==> config.mk <==
export PLATFORM = sky130hd
export DESIGN_NAME = match_controller
export DESIGN_NICKNAME = d
export VERILOG_FILES = /design/src/rtl/cricket_pkg.sv /design/src/rtl/innings_accumulator.sv /design/src/rtl/match_controller.sv
export SDC_FILE = /design/constraint.sdc
export NUM_CORES = 1
export LEC_CHECK = 0
export BUFFER_PORTS_ARGS = -buffer_cell sky130_fd_sc_hd__buf_4
export CORE_ASPECT_RATIO = 1.25
export CORE_UTILIZATION = 47
export DETAILED_ROUTE_END_ITERATION = 16
export PLACE_DENSITY_LB_ADDON = 0.25
export SETUP_SLACK_MARGIN = 0.2
export SLEW_MARGIN = 20
export SYNTH_ARGS = -nofsm -noshare
export SYNTH_HDL_FRONTEND = slang
export SYNTH_SLANG_ARGS = --single-unit
==> constraint.sdc <==
create_clock -name clk_fpga -period 9.65 [get_ports clk_fpga]
set_clock_uncertainty 0.05 [all_clocks]
set_input_delay 0 -clock clk_fpga [delete_from_list [all_inputs] [get_ports clk_fpga]]
set_output_delay 0 -clock clk_fpga [all_outputs]
set_load 0.02 [all_outputs]
==> src/rtl/cricket_pkg.sv <==
// Shared types, field widths and defaults for the cricket match datapath.
package cricket_pkg;

    typedef enum logic [2:0] {
        ST_IDLE   = 3'd0,
        ST_INN1   = 3'd1,
        ST_BREAK  = 3'd2,
        ST_INN2   = 3'd3,
        ST_RESULT = 3'd4
    } state_e;

    localparam logic [2:0] OUTCOME_WICKET = 3'd7;

    localparam int unsigned MAX_BALLS_DEF    = 120;
    localparam int unsigned MAX_WICKETS_DEF  = 10;
    localparam int unsigned BREAK_CYCLES_DEF = 16;

    localparam int unsigned RUN_W  = 8;
    localparam int unsigned WKT_W  = 4;
    localparam int unsigned BALL_W = 7;
    localparam int unsigned TEAM_W = RUN_W + WKT_W;

    // Score record layout seen by the comparator and display: {runs, wickets}.
    function automatic logic [TEAM_W-1:0] team_data(input logic [RUN_W-1:0] runs,
                                                    input logic [WKT_W-1:0] wkts);
        return {runs, wkts};
    endfunction

endpackage

==> src/rtl/innings_accumulator.sv <==
// Per-team run/wicket/ball counters with saturation; next values exposed for the end test.
module innings_accumulator
    import cricket_pkg::*;
(
    input  logic              clk_fpga,
    input  logic              reset,
    input  logic              clear,
    input  logic              ball_en,
    input  logic [2:0]        outcome,
    output logic [RUN_W-1:0]  runs,
    output logic [WKT_W-1:0]  wickets,
    output logic [BALL_W-1:0] balls,
    output logic [RUN_W-1:0]  runs_nxt,
    output logic [WKT_W-1:0]  wickets_nxt,
    output logic [BALL_W-1:0] balls_nxt
);

    logic [RUN_W-1:0]  runs_q, runs_d;
    logic [WKT_W-1:0]  wickets_q, wickets_d;
    logic [BALL_W-1:0] balls_q, balls_d;
    logic [RUN_W:0]    run_sum;

    // Next-value computation: clear wins over a ball, every counter saturates.
    always_comb begin
        runs_d    = runs_q;
        wickets_d = wickets_q;
        balls_d   = balls_q;
        run_sum   = {1'b0, runs_q} + (RUN_W+1)'(outcome);
        if (clear) begin
            runs_d    = '0;
            wickets_d = '0;
            balls_d   = '0;
        end else if (ball_en) begin
            balls_d = (balls_q == '1) ? balls_q : balls_q + BALL_W'(1);
            if (outcome == OUTCOME_WICKET) begin
                wickets_d = (wickets_q == '1) ? wickets_q : wickets_q + WKT_W'(1);
            end else begin
                runs_d = run_sum[RUN_W] ? '1 : run_sum[RUN_W-1:0];
            end
        end
    end

    // Counter registers.
    always_ff @(posedge clk_fpga) begin
        if (reset) begin
            runs_q    <= '0;
            wickets_q <= '0;
            balls_q   <= '0;
        end else begin
            runs_q    <= runs_d;
            wickets_q <= wickets_d;
            balls_q   <= balls_d;
        end
    end

    assign runs        = runs_q;
    assign wickets     = wickets_q;
    assign balls       = balls_q;
    assign runs_nxt    = runs_d;
    assign wickets_nxt = wickets_d;
    assign balls_nxt   = balls_d;

endmodule

==> src/rtl/match_controller.sv <==
// Two-innings match sequencer: ball handshake, innings/match end, break timer, result flags.
module match_controller
    import cricket_pkg::*;
#(
    parameter int unsigned MAX_BALLS    = MAX_BALLS_DEF,
    parameter int unsigned MAX_WICKETS  = MAX_WICKETS_DEF,
    parameter int unsigned BREAK_CYCLES = BREAK_CYCLES_DEF
) (
    input  logic              clk_fpga,
    input  logic              reset,
    input  logic              start,
    input  logic              ball_valid,
    input  logic [2:0]        ball_outcome,
    output logic              ball_ready,
    output logic [2:0]        state,
    output logic              batting_team,
    output logic [TEAM_W-1:0] team1_data,
    output logic [TEAM_W-1:0] team2_data,
    output logic [BALL_W-1:0] team1_balls,
    output logic [BALL_W-1:0] team2_balls,
    output logic              inning_over,
    output logic              game_over,
    output logic              winner,
    output logic              tie
);

    localparam int unsigned BRK_W = (BREAK_CYCLES > 1) ? $clog2(BREAK_CYCLES) : 1;

    state_e           state_q, state_d;
    logic [BRK_W-1:0] brk_q, brk_d;
    logic             batting_q, batting_d;
    logic             inning_over_q, inning_over_d;
    logic             game_over_q, game_over_d;
    logic             winner_q, winner_d;
    logic             tie_q, tie_d;

    logic              clear_scores, accept, en1, en2, inn1_end, inn2_end;
    logic [RUN_W-1:0]  r1, r2, r1_nxt, r2_nxt;
    logic [WKT_W-1:0]  w1, w2, w1_nxt, w2_nxt;
    logic [BALL_W-1:0] b1, b2, b1_nxt, b2_nxt;

    assign clear_scores = start && ((state_q == ST_IDLE) || (state_q == ST_RESULT));
    assign ball_ready   = (state_q == ST_INN1) || (state_q == ST_INN2);
    assign accept       = ball_valid && ball_ready;
    assign en1          = accept && (state_q == ST_INN1);
    assign en2          = accept && (state_q == ST_INN2);

    // r1_nxt equals r1 throughout INN2 since team1 takes no balls there.
    assign inn1_end = en1 && ((w1_nxt == WKT_W'(MAX_WICKETS)) || (b1_nxt == BALL_W'(MAX_BALLS)));
    assign inn2_end = en2 && ((r2_nxt > r1_nxt) || (w2_nxt == WKT_W'(MAX_WICKETS)) ||
                              (b2_nxt == BALL_W'(MAX_BALLS)));

    innings_accumulator u_team1 (
        .clk_fpga    (clk_fpga),
        .reset       (reset),
        .clear       (clear_scores),
        .ball_en     (en1),
        .outcome     (ball_outcome),
        .runs        (r1),
        .wickets     (w1),
        .balls       (b1),
        .runs_nxt    (r1_nxt),
        .wickets_nxt (w1_nxt),
        .balls_nxt   (b1_nxt)
    );

    innings_accumulator u_team2 (
        .clk_fpga    (clk_fpga),
        .reset       (reset),
        .clear       (clear_scores),
        .ball_en     (en2),
        .outcome     (ball_outcome),
        .runs        (r2),
        .wickets     (w2),
        .balls       (b2),
        .runs_nxt    (r2_nxt),
        .wickets_nxt (w2_nxt),
        .balls_nxt   (b2_nxt)
    );

    // Next-state, break timer and result flag logic.
    always_comb begin
        state_d       = state_q;
        brk_d         = brk_q;
        batting_d     = batting_q;
        inning_over_d = 1'b0;
        game_over_d   = game_over_q;
        winner_d      = winner_q;
        tie_d         = tie_q;
        case (state_q)
            ST_IDLE, ST_RESULT: begin
                if (start) begin
                    state_d     = ST_INN1;
                    batting_d   = 1'b0;
                    game_over_d = 1'b0;
                    winner_d    = 1'b0;
                    tie_d       = 1'b0;
                end
            end
            ST_INN1: begin
                if (inn1_end) begin
                    state_d       = ST_BREAK;
                    brk_d         = BRK_W'(BREAK_CYCLES - 1);
                    inning_over_d = 1'b1;
                end
            end
            ST_BREAK: begin
                if (brk_q == '0) begin
                    state_d   = ST_INN2;
                    batting_d = 1'b1;
                end else begin
                    brk_d = brk_q - BRK_W'(1);
                end
            end
            ST_INN2: begin
                if (inn2_end) begin
                    state_d       = ST_RESULT;
                    inning_over_d = 1'b1;
                    game_over_d   = 1'b1;
                    winner_d      = (r2_nxt > r1_nxt);
                    tie_d         = (r2_nxt == r1_nxt);
                end
            end
            default: state_d = ST_IDLE;
        endcase
    end

    // Control and result registers.
    always_ff @(posedge clk_fpga) begin
        if (reset) begin
            state_q       <= ST_IDLE;
            brk_q         <= '0;
            batting_q     <= 1'b0;
            inning_over_q <= 1'b0;
            game_over_q   <= 1'b0;
            winner_q      <= 1'b0;
            tie_q         <= 1'b0;
        end else begin
            state_q       <= state_d;
            brk_q         <= brk_d;
            batting_q     <= batting_d;
            inning_over_q <= inning_over_d;
            game_over_q   <= game_over_d;
            winner_q      <= winner_d;
            tie_q         <= tie_d;
        end
    end

    assign state        = state_q;
    assign batting_team = batting_q;
    assign team1_data   = team_data(r1, w1);
    assign team2_data   = team_data(r2, w2);
    assign team1_balls  = b1;
    assign team2_balls  = b2;
    assign inning_over  = inning_over_q;
    assign game_over    = game_over_q;
    assign winner       = winner_q;
    assign tie          = tie_q;

endmodule

==> metrics.csv <==
metric,value,unit
largest fanout on the critical path,7,
Final Hold Fails,0,
gr ovfl total,0,
CTS tree,done,
FILL cells,624,
synth unique cells,61,
share of layout cells above drive strength 1,0.189,
wire per inst,15.5,um
max-cap violation count,0,
run status,completed,
clock slew at reported path FFs,0.09,ns
PwrDens,105,nW/um^2
CP required,9.81,ns
Post-Syn Area per Cell,8.49,sq um
most numerous cell in the Yosys netlist,nor2_1,
Mapped Area,3010,sq um
FF-to-FF Start,u_team2.runs[0]$_SDFF_PP0_,
pre-CTS setup slack,6.05,ns
R2R depth,15,
Relative slew margins,0.430,
r2r setup slk,5.98,ns
clk sinks,50,
"FFs w/ async S/R, synth",0,
setup bufs post-CTS,0,
maximum vdd drop,54.6,uV
final worst slack,5.98,ns
CTS Root Buffer Type,clkbuf_8,
std cell rows,32,
# H-tree levels,2,
Layout area overhead,17.5,%
antenna cells,0,
slowest CP cell,a211o_2,
TritonCTS Buffers,5,
# resized after CTS,0,
Hold WC Path Type,in2reg,
crit start category,flip-flop,
Yosys top cell by area,dfxtp_1,
Die X,73.5,um
Ys Warns,0,
via/cell ratio,5.73,
hpwl dp,5540,um
first-pass GRT wire length,12300,um
f_max,0.272,GHz
Core Region,6170,sq um
CP peak stage delay,0.41,ns
fin. max-slew vios,0,
area share of the largest cell type after synthesis,0.333,
hold depth,4,
worst setup path category,reg2reg,
largest net degree at the start of global routing,31,
Vias,2792,
setup TNS,0,ns
Detail Route Antenna Nets,0,
Register Area,1000,sq um
Final nets,429,
leakage power,1.47,nW
vias in the first global route,2708,
Worst-Margin Slew,0.855,ns
die area,6720,sq um
Initial DRC Count,117,
initial antenna violation count,0,
Min-Delay Endpoint,state[2]$_SDFFE_PP0P_,
endpoints failing setup,0,
min Tclk post-route,3.67,ns
"EDFF count, synth",0,
Tcrit/Tclk final,0.381,
"Primary FF master, synth",dfxtp_1,
multi-input logic area,1910,sq um
crit end category,flip-flop,
Area contributors post-synth,"dfxtp_1 (33%), ha_1 (7.9%), nor2_1 (6.4%)",
worst skew pair latency,0.31,ns
Syn Inst Count,354,
Seq cells post-synth,50,
IO buf count,53,
die height,91.4,um
I/O pins,54,
hold path start,start,
hold_buf cts,0,
Bufs on Longest Clock Path,2,
Total GRT Usage,0.232,
RSZ-0062 raised after global routing,no,
CP Cell Sequence,ha_1 -> fa_1 -> and2_1 -> o211ai_1 -> or2_2 -> o21ai_0 -> a21oi_1 -> nor3_1 -> ha_1 -> o21ai_0 -> a21oi_1 -> o41ai_1 -> a211oi_1 -> a211o_2 -> a2111oi_4,
commonest cells in the netlist,"nor2_1 (51), dfxtp_1 (50), nand2_1 (29), a21oi_1 (21), ha_1 (19)",
post-synth net total,382,
gp weighted congestion,0.853,
post-synthesis sequential area ratio,0.333,
remaining routing DRC violations,0,
Initial Util,0.488,
"Data arrival, critical path",3.84,ns
drt pass-1 iters,4,
"wirelength, routed",7530,um
r2r endpoint,state[1]$_SDFFE_PP0P_,
critical path, delay by kind of cell (launching register included):
family	cells	cell delay, ns
fa+ha+maj	3	0.90
compound gates	9	1.83
simple gates	3	0.44
flops	1	0.34
flip-flops by register name (all words and copies together), names as in the netlist:
register,flops
u_team2.runs,8
game_over,1
u_team1.runs,8
batting_team,1
u_team1.balls,7
state,3
brk_q,4
u_team2.balls,7
inning_over,1
u_team2.wickets,4
tie,1
winner,1
u_team1.wickets,4
logic make-up after synthesis:
kind of cell | synth area share
AO/OA/AOI/OAI | 0.194
XOR/XNOR | 0.0320
adder cells (fa/ha/maj) | 0.0924
buffers and inverters | 0.0316
flip-flops | 0.333
multiplexers | 0.0304
AND/OR/NAND/NOR | 0.287
how the worst max path moves through the flow:
stage	from	endpoint	slack, ns	depth (start not counted)
after CTS	u_team2.runs[0]$_SDFF_PP0_	state[1]$_SDFFE_PP0P_	6.00	15
final	u_team2.runs[0]$_SDFF_PP0_	state[1]$_SDFFE_PP0P_	5.98	15
after detailed placement	u_team2.runs[0]$_SDFF_PP0_	state[1]$_SDFFE_PP0P_	6.05	15
after floorplan	u_team2.runs[0]$_SDFF_PP0_	state[1]$_SDFFE_PP0P_	6.26	15
after global routing	u_team2.runs[0]$_SDFF_PP0_	state[1]$_SDFFE_PP0P_	5.65	15
after global placement	u_team1.runs[0]$_SDFF_PP0_	state[1]$_SDFFE_PP0P_	6.11	13
cell usage in the layout, fill, tap and decap left out, types with 3 or more instances in the layout:
cell type,instances
buf_4,53
nor2_1,51
dfxtp_1,50
nand2_1,29
a21oi_1,21
ha_1,19
nor3_1,14
nand3_1,12
o21ai_0,11
and3_1,9
mux2i_1,8
inv_1,7
xor2_1,7
nor2b_1,7
nand4_1,6
nand2b_1,6
clkbuf_8,6
a21o_1,5
a311oi_1,5
a31oi_1,5
a41oi_1,5
xnor2_1,4
o211ai_1,4
and2_1,4
a211oi_1,4
a211o_1,3
nor3b_1,3
nor4_1,3
layer usage:
layer | track usage | share of wire | up-vias
li1 | - | - | 1398
met1 | 0.271 | 0.43 | 1303
met2 | 0.412 | 0.50 | 73
met3 | 0.0355 | 0.032 | 18
met4 | 0.0929 | 0.029 | 0
met5 | 0 | 0 | -
report_power, final:
group          internal, mW  switching, mW  leakage [nW]
sequential            0.207        0.00192         0.403
clock                0.0580         0.0710        0.0482
combinational        0.0107         0.0207          1.02
cell type report:
cell class,instances,area share
clock buffer,7,0.0244
clock inverter,1,0.00142
inverter,7,0.00744
multi-input combinational,284,0.541
sequential,50,0.283
tap,85,0.0301
timing repair buffer,53,0.113
metrics by stage:
step	util	power [mW]	std cells	hold slack [ns]	cell area [sq um]
after floorplan	-	0.234	354	0.163	3010
after global placement	0.558	0.245	479	0.345	3440
after detailed placement	0.558	0.245	479	0.342	3440
after CTS	0.573	0.373	487	0.0168	3530
after global routing	0.573	0.385	487	0.0395	3530
final	0.573	0.370	487	0.0148	3530
Power figures use the tool's default switching activity.
